File: src/rtl/rv32i_fetch_queue.sv
// RV32I fetch stage: owns the PC, keeps up to DEPTH requests in flight or buffered,
// and hands one instruction per cycle to decode (NOP when empty), with jump redirect/squash.
module rv32i_fetch_queue #(
  parameter logic [31:0] RESET_PC = 32'h0000_0000,
  parameter int unsigned DEPTH    = 2
) (
  input  logic        clk,
  input  logic        reset,
  input  logic        jump_en_in,
  input  logic [31:0] jump_addr_in,
  input  logic        stall_in,
  output logic        imem_req,
  output logic [31:0] imem_addr,
  input  logic        imem_gnt,
  input  logic        imem_rvalid,
  input  logic [31:0] imem_rdata,
  output logic [31:0] iw_out,
  output logic [31:0] pc_out,
  output logic        jump_en_out
);

  localparam int unsigned   AW      = (DEPTH > 1) ? $clog2(DEPTH) : 1;
  localparam int unsigned   CW      = AW + 1;
  localparam logic [CW-1:0] DEPTH_C = CW'(DEPTH);
  localparam logic [31:0]   NOP     = 32'h0000_0013;

  logic [31:0]   pc;
  logic [31:0]   q_pc   [DEPTH];
  logic [31:0]   q_iw   [DEPTH];
  logic [31:0]   tag_pc [DEPTH];
  logic [AW-1:0] q_rd, q_wr, tag_rd, tag_wr;
  logic [CW-1:0] count, outstanding, discard, outstanding_nxt;
  logic [CW:0]   in_use;
  logic          deq, issue, push;

  // Credit: buffered + in-flight words, net of this cycle's dequeue, never exceed DEPTH.
  always_comb begin
    deq             = !stall_in && (count != '0);
    in_use          = {1'b0, count} + {1'b0, outstanding} - {{CW{1'b0}}, deq};
    imem_req        = reset && !jump_en_in && (in_use < {1'b0, DEPTH_C});
    issue           = imem_req && imem_gnt;
    push            = imem_rvalid && (discard == '0) && !jump_en_in;
    outstanding_nxt = outstanding + {{AW{1'b0}}, issue} - {{AW{1'b0}}, imem_rvalid};
  end

  assign imem_addr = pc;

  always_ff @(posedge clk) begin
    if (!reset) begin
      pc          <= RESET_PC;
      q_rd        <= '0;
      q_wr        <= '0;
      tag_rd      <= '0;
      tag_wr      <= '0;
      count       <= '0;
      outstanding <= '0;
      discard     <= '0;
      iw_out      <= NOP;
      pc_out      <= '0;
      jump_en_out <= 1'b0;
    end else begin
      jump_en_out <= jump_en_in;
      outstanding <= outstanding_nxt;

      // Tag FIFO tracks request PCs across jumps so discarded responses stay aligned.
      if (issue) begin
        tag_pc[tag_wr] <= pc;
        tag_wr         <= tag_wr + 1'b1;
      end
      if (imem_rvalid)
        tag_rd <= tag_rd + 1'b1;

      if (jump_en_in) begin
        pc      <= jump_addr_in & ~32'h3;
        discard <= outstanding_nxt;
        q_rd    <= '0;
        q_wr    <= '0;
        count   <= '0;
        iw_out  <= NOP;
        pc_out  <= '0;
      end else begin
        if (issue)
          pc <= pc + 32'd4;
        if (imem_rvalid && (discard != '0))
          discard <= discard - 1'b1;
        if (push) begin
          q_pc[q_wr] <= tag_pc[tag_rd];
          q_iw[q_wr] <= imem_rdata;
          q_wr       <= q_wr + 1'b1;
        end
        if (deq)
          q_rd <= q_rd + 1'b1;
        count <= count + {{AW{1'b0}}, push} - {{AW{1'b0}}, deq};
        if (!stall_in) begin
          if (count != '0) begin
            iw_out <= q_iw[q_rd];
            pc_out <= q_pc[q_rd];
          end else begin
            iw_out <= NOP;
            pc_out <= '0;
          end
        end
      end
    end
  end

  a_no_overflow: assert property (@(posedge clk) disable iff (!reset)
                                  !(push && (count == DEPTH_C)));

endmodule

File: config.mk
export PLATFORM = sky130hd
export DESIGN_NAME = rv32i_fetch_queue
export DESIGN_NICKNAME = d
export VERILOG_FILES = /design/src/rtl/rv32i_fetch_queue.sv
export SDC_FILE = /design/constraint.sdc
export NUM_CORES = 1
export LEC_CHECK = 0
export ABC_AREA = 1
export CORE_MARGIN = 8
export CORE_UTILIZATION = 40
export DETAILED_ROUTE_END_ITERATION = 8
export HOLD_SLACK_MARGIN = 0.05
export SYNTH_ARGS = -nofsm -noshare
export SYNTH_HDL_FRONTEND = slang
export SYNTH_SLANG_ARGS = --single-unit
File: constraint.sdc
create_clock -name clk -period 8.66 [get_ports clk]
set_input_delay 1.299 -clock clk [delete_from_list [all_inputs] [get_ports clk]]
set_output_delay 1.299 -clock clk [all_outputs]
set_load 0.05 [all_outputs]
After elaboration in Yosys (flattened, before gate mapping)
Memories as Yosys holds them, arrays and structs flattened. A register that Yosys moved wholly into a read port is not among the register bits.
Index checks and enable logic that the tools add are counted.
{"block": "classes", "reduce_logical": 15, "n_addsub": 12, "magnitude_cmp": 1, "bitwise": 1, "mux": 19}
{"op": "32-bit 2-to-1 mux", "count": 4}
{"op": "32-bit by 3-bit adder with 32-bit output (second input constant)", "count": 1}
{"op": "1-bit 2-to-1 mux", "count": 13}
{"op": "2-bit nonzero test", "count": 4}
{"op": "1-bit logical AND", "count": 7}
{"op": "1-bit adder (second input constant)", "count": 4}
{"op": "2-bit by 1-bit adder with 2-bit output", "count": 2}
{"op": "2-bit 2-to-1 mux", "count": 2}
{"op": "2-bit by 1-bit subtractor with 2-bit output", "count": 2}
{"op": "2-bit by 2-bit adder with 3-bit output", "count": 1}
{"op": "3-bit by 2-bit less-than comparator with 1-bit output (second input constant)", "count": 1}
{"op": "3-bit by 1-bit subtractor with 3-bit output", "count": 1}
{"op": "1-bit logical NOT", "count": 2}
{"op": "2-bit logical NOT", "count": 1}
{"op": "2-bit OR reduction", "count": 1}
{"op": "2-bit by 1-bit subtractor with 2-bit output (second input constant)", "count": 1}
{"op": "1-bit inverter", "count": 1}
{"block": "totals", "in_bits": 70, "reg_bits": 107, "n_memories": 3, "ramBits": 192, "out_inout_bits": 98}
{"name": "q_iw", "words": 2, "word_bits": 32, "rd": 1, "rd_clocked_by_memory_dff": 1, "write_ports": 1, "line": "29", "rtl": "logic [31:0] q_iw [DEPTH];"}
{"name": "q_pc", "words": 2, "word_bits": 32, "rd": 1, "rd_clocked_by_memory_dff": 1, "write_ports": 1, "line": "28", "rtl": "logic [31:0] q_pc [DEPTH];"}
{"name": "tag_pc", "words": 2, "word_bits": 32, "rd": 1, "rd_clocked_by_memory_dff": 1, "write_ports": 1, "line": "30", "rtl": "logic [31:0] tag_pc [DEPTH];"}

Logic depth before layout (Yosys ltp)
{"block": "depth", "ltp_word": 9, "depth_mapped": 20}

Worst setup path before layout
Ideal clock, no wire load.
{"block": "synth_path", "path_type": "in2reg", "from": "in reset", "to": "mem q_iw[0][0], enable pin", "n_path_buf": 1, "stages": 3, "arrival_time_ns": 5.949, "required_time_ns": 8.102, "setup_time_ns": 0.558, "path_slack_ns": 2.153, "path_cell_list": "clkbuf_2 -> clkinv_1 -> nor3_1"}
{"block": "synth_via", "elab_chain_cells": 2}
{"element": "start, declared", "line": "8", "rtl": "input logic reset,"}
{"element": "1-bit 2-to-1 mux", "line": "49", "rtl": "if (!reset) begin"}
{"element": "1-bit 2-to-1 mux (not written as such)", "line": "88", "rtl": "q_iw[q_wr] <= imem_rdata;"}
{"element": "end, declared", "line": "29"}
Every way passes these cells.

Worst setup path after layout
{"block": "layout_path", "from": "in stall_in", "to": "out imem_req"}
{"block": "layout_via", "elab_chain_cells": 5}
{"element": "start, declared", "line": "11", "rtl": "input logic stall_in,"}
{"element": "1-bit logical NOT"}
{"element": "1-bit logical AND", "line": "38", "rtl": "deq = !stall_in && (count != '0);"}
{"element": "3-bit by 1-bit subtractor with 3-bit output", "line": "39", "rtl": "in_use = {1'b0, count} + {1'b0, outstanding} - {{CW{1'b0}}, deq};"}
{"element": "3-bit by 2-bit less-than comparator with 1-bit output", "line": "40", "rtl": "imem_req = reset && !jump_en_in && (in_use < {1'b0, DEPTH_C});"}
{"element": "1-bit logical AND", "line": "40"}
{"element": "end, declared", "line": "12", "rtl": "output logic imem_req,"}
Every way passes these cells.

==> results.md <==
- Antenna violations before repair: 1
- Maximum number of pins on one net before global-route repair: 64
- Clock net sink count: about 290
- Syn Inst Count: 993
- Int Pwr: 2.38 mW
- Via count: 7586
- Total CTS buffers: 30
- Htree depth: 1
- Layout cells sized above 1: between 10% and 20%
- Top cells by count, synth: 247 x nand2_1, 184 x edfxtp_1, 105 x dfxtp_1
- Port Buf Inserts: 161
- Drt drc: 0
- Hold Path Depth: 2
- Setup Crit Path Kind: in -> out
- PD cells: 213 nW/um2
- DR iter-0 viols: 378
- Gr ovfl total: 0
- Storage element area: between 7000 and 8000 um2
- Largest area contributor in the netlist: edfxtp_1
- Unique cell type count in the Yosys netlist: 40
- WP data arrival: about 4.0 ns
- Via density: 4.86
- Final Hold Viols: 0
- Aggregate global-route resource usage: 15.1%
- Register area share after synthesis: 66.3%
- Cell with the most instances after synthesis: nand2_1
- Reg2Reg Depth: 15
- Max FO, Critical Path: 4
- Filler Cells Inserted: approximately 2600
- CTS Root Cell: clkbuf_16
- Fin crit share: roughly three fifths
- GPL Wtd Cong: ~0.83
- #FFs+latches synth: 289
- Drt total wl: approximately 26000 um
- Crit path launch type: input pin
- Initial core utilization: 40.3%
- Multi-input logic area: 3420 um2
- Post-CTS Hold Fix Bufs: 0
- Seq pwr share: 50.1%
- Fmax: 190 MHz
- Mapped cell area: roughly 12000 um2
- Combinational share of power: 8.7%
- Final setup TNS: 0 ns
- Async set or reset register ratio after synthesis: 0%
- Num rows: 62
- Area grow syn2layout: 25.5%
- Setup violations, final: 0
- CORE AREA: 28500 um2
- Clock buffer depth: 3
- First-pass GRT wire length: 41100 um
- Fin crit period: 5.26 ns
- MaxCap Viol Count: 0
- CTS tree: yes
- Die area: roughly 34000 um2
- Clock-pin transition on the worst setup and hold timing paths: 0.06 ns
- Worst Max-Slew Pin Slew: 0.926 ns
- Ys Warns: 0
- # Post-CTS Setup Buffers: 0
- Max_slew headroom: 37.9%
- Syn_area_per_cell: between 10 and 15 um2
- RSZ-0062 raised after global routing: false
- First-pass iteration count of the detailed router: 5
- Worst Skew: 0.00743 ns
- Post-CTS sizing: 0
- Hold Crit Class: reg -> reg
- Die Y: 186 um
- Max VDD drop: 0.000130 V
- P_sw: 0.694 mW
- Clock share of power: about two fifths
- Hpwl dp: 16700 um
- Synth top area cells: edfxtp_1 48%, dfxtp_1 18%, mux2_2 9.0%, nand2_1 8.1%, a21oi_1 3.7%
- Ant diodes: 0
- Crit. End Element: primary output
- Synth Flop Type: edfxtp_1
- Vias in the first global route: 7566
- Skew-Pair Late Insertion Delay: 0.54 ns
- Final nets: approximately 1200
- Top-area cell type share of the netlist area: around half
- Switching share of power: 22.6%
- Number of synthesized flops with an enable pin: 184
- Final Util: 50.6%
- Wire per inst: 16.9 um
- Routed Antenna Nets: 0
- Die width: 186 um
- Max-slew violations: 0
- Static leakage: just under 5 nW
- Status: complete, no violations
- I/O pin total: approximately 170
- CP required: 7.36 ns
==> layout by cell type (no fill, tap or decap), types with 7 or more instances in the layout <==
cell | synthesis | routed
clkbuf_16 | 0 | 31
nor2_4 | 5 | 7
o21ai_0 | 22 | 22
ha_1 | 8 | 8
mux2_2 | 92 | 92
nand3_1 | 39 | 39
inv_1 | 59 | 59
a31oi_1 | 7 | 7
buf_4 | 6 | 8
dfxtp_1 | 105 | 104
nor2_1 | 46 | 44
o21ai_1 | 8 | 8
edfxtp_1 | 184 | 184
a21oi_1 | 85 | 85
nand2_1 | 247 | 247
clkbuf_1 | 14 | 10
clkdlybuf4s50_1 | 0 | 160
==> stage by stage <==
| step | worst slack [ns] | instances | power (mW) | cell area (um2) | hold slack (ns) |
|---|---|---|---|---|---|
| 2_1_floorplan | 2.15 | 996 | 1.74 | 11500 | 0.425 |
| 3_3_place_gp | 3.36 | 1505 | 1.83 | 13500 | 0.426 |
| 3_5_place_dp | 3.36 | 1505 | 1.84 | 13500 | 0.443 |
| 4_1_cts | 3.34 | 1561 | 3.11 | 14400 | 0.461 |
| 5_1_grt | 3.26 | 1561 | 3.20 | 14400 | 0.478 |
| 6_report | 3.40 | 1561 | 3.07 | 14400 | 0.461 |
==> final timing paths <==
check / startpoint / to / slack [ns]
worst min-delay path: iw_out[29]$_SDFFE_PP0N_ / iw_out[29]$_SDFFE_PP0N_ / 0.46
worst min register to register: iw_out[29]$_SDFFE_PP0N_ / iw_out[29]$_SDFFE_PP0N_ / 0.46
worst max register to register: count[0]$_SDFF_PP0_ / discard[1]$_SDFFE_PN0P_ / 5.39
worst max-delay path: stall_in / imem_req / 3.40
==> sequential cells by signal, indices dropped and copies added (netlist names), 30 cells and up, named ones only <==
register / count
q_iw: 64
q_pc: 60
tag_pc: 60
iw_out: 32
imem_addr: 30
pc_out: 30
==> power by group through the flow <==
stage	clock [mW]	sequential, mW	combinational (mW)
floorplan	0	1.60	0.138
global placement	0	1.57	0.265
detailed placement	0	1.57	0.269
CTS	1.30	1.54	0.271
global route	1.36	1.54	0.291
finish	1.27	1.54	0.267
==> metal layers <==
metal	share of wire (%)	vias to the layer above	global-route usage [%]	wire, um
met5	0.049	-	0	13
met4	1.9	2	4.16	491
met3	7.6	42	4.12	2010
met2	44	218	24.2	11600
met1	47	3597	20.0	12200
li1	-	3727	-	-
==> area by class of cell <==
class                           instances  share of cell area, %
Timing Repair Buffer                  169                   11.5
Clock inverter                          9                  0.658
Inverter                               65                   1.76
Clock buffer                           47                   6.20
Tap cell                              384                   3.33
Sequential cell                       289                   52.8
Multi-Input combinational cell        598                   23.7
==> critical path: stages <==
cell and delay, ns:
buf_2 0.11, inv_1 0.11, o21ai_1 0.25, inv_2 0.09, ha_1 0.28, inv_1 0.05, nand2_1 0.05, fa_1 0.51
nand3_2 0.09, nor2_1 0.25, clkdlybuf4s50_1 0.86
==> kinds of logic (layout without fill, tap and decap cells) <==
logic type | count (synthesis) | count (layout) | share of synthesized area (%)
adders and majority gates | 9 | 9 | 1.04
AOI/OAI and AO/OA | 128 | 128 | 5.75
other | 1 | 4 | 0.0326
and+or+nand+nor | 358 | 358 | 13.1
buffers and inverters | 109 | 290 | 4.31
xor gates and xnor gates | 7 | 7 | 0.533
muxes | 92 | 92 | 9.00
DFF | 289 | 289 | 66.3
Note: power is estimated with default switching activity, not from simulation.
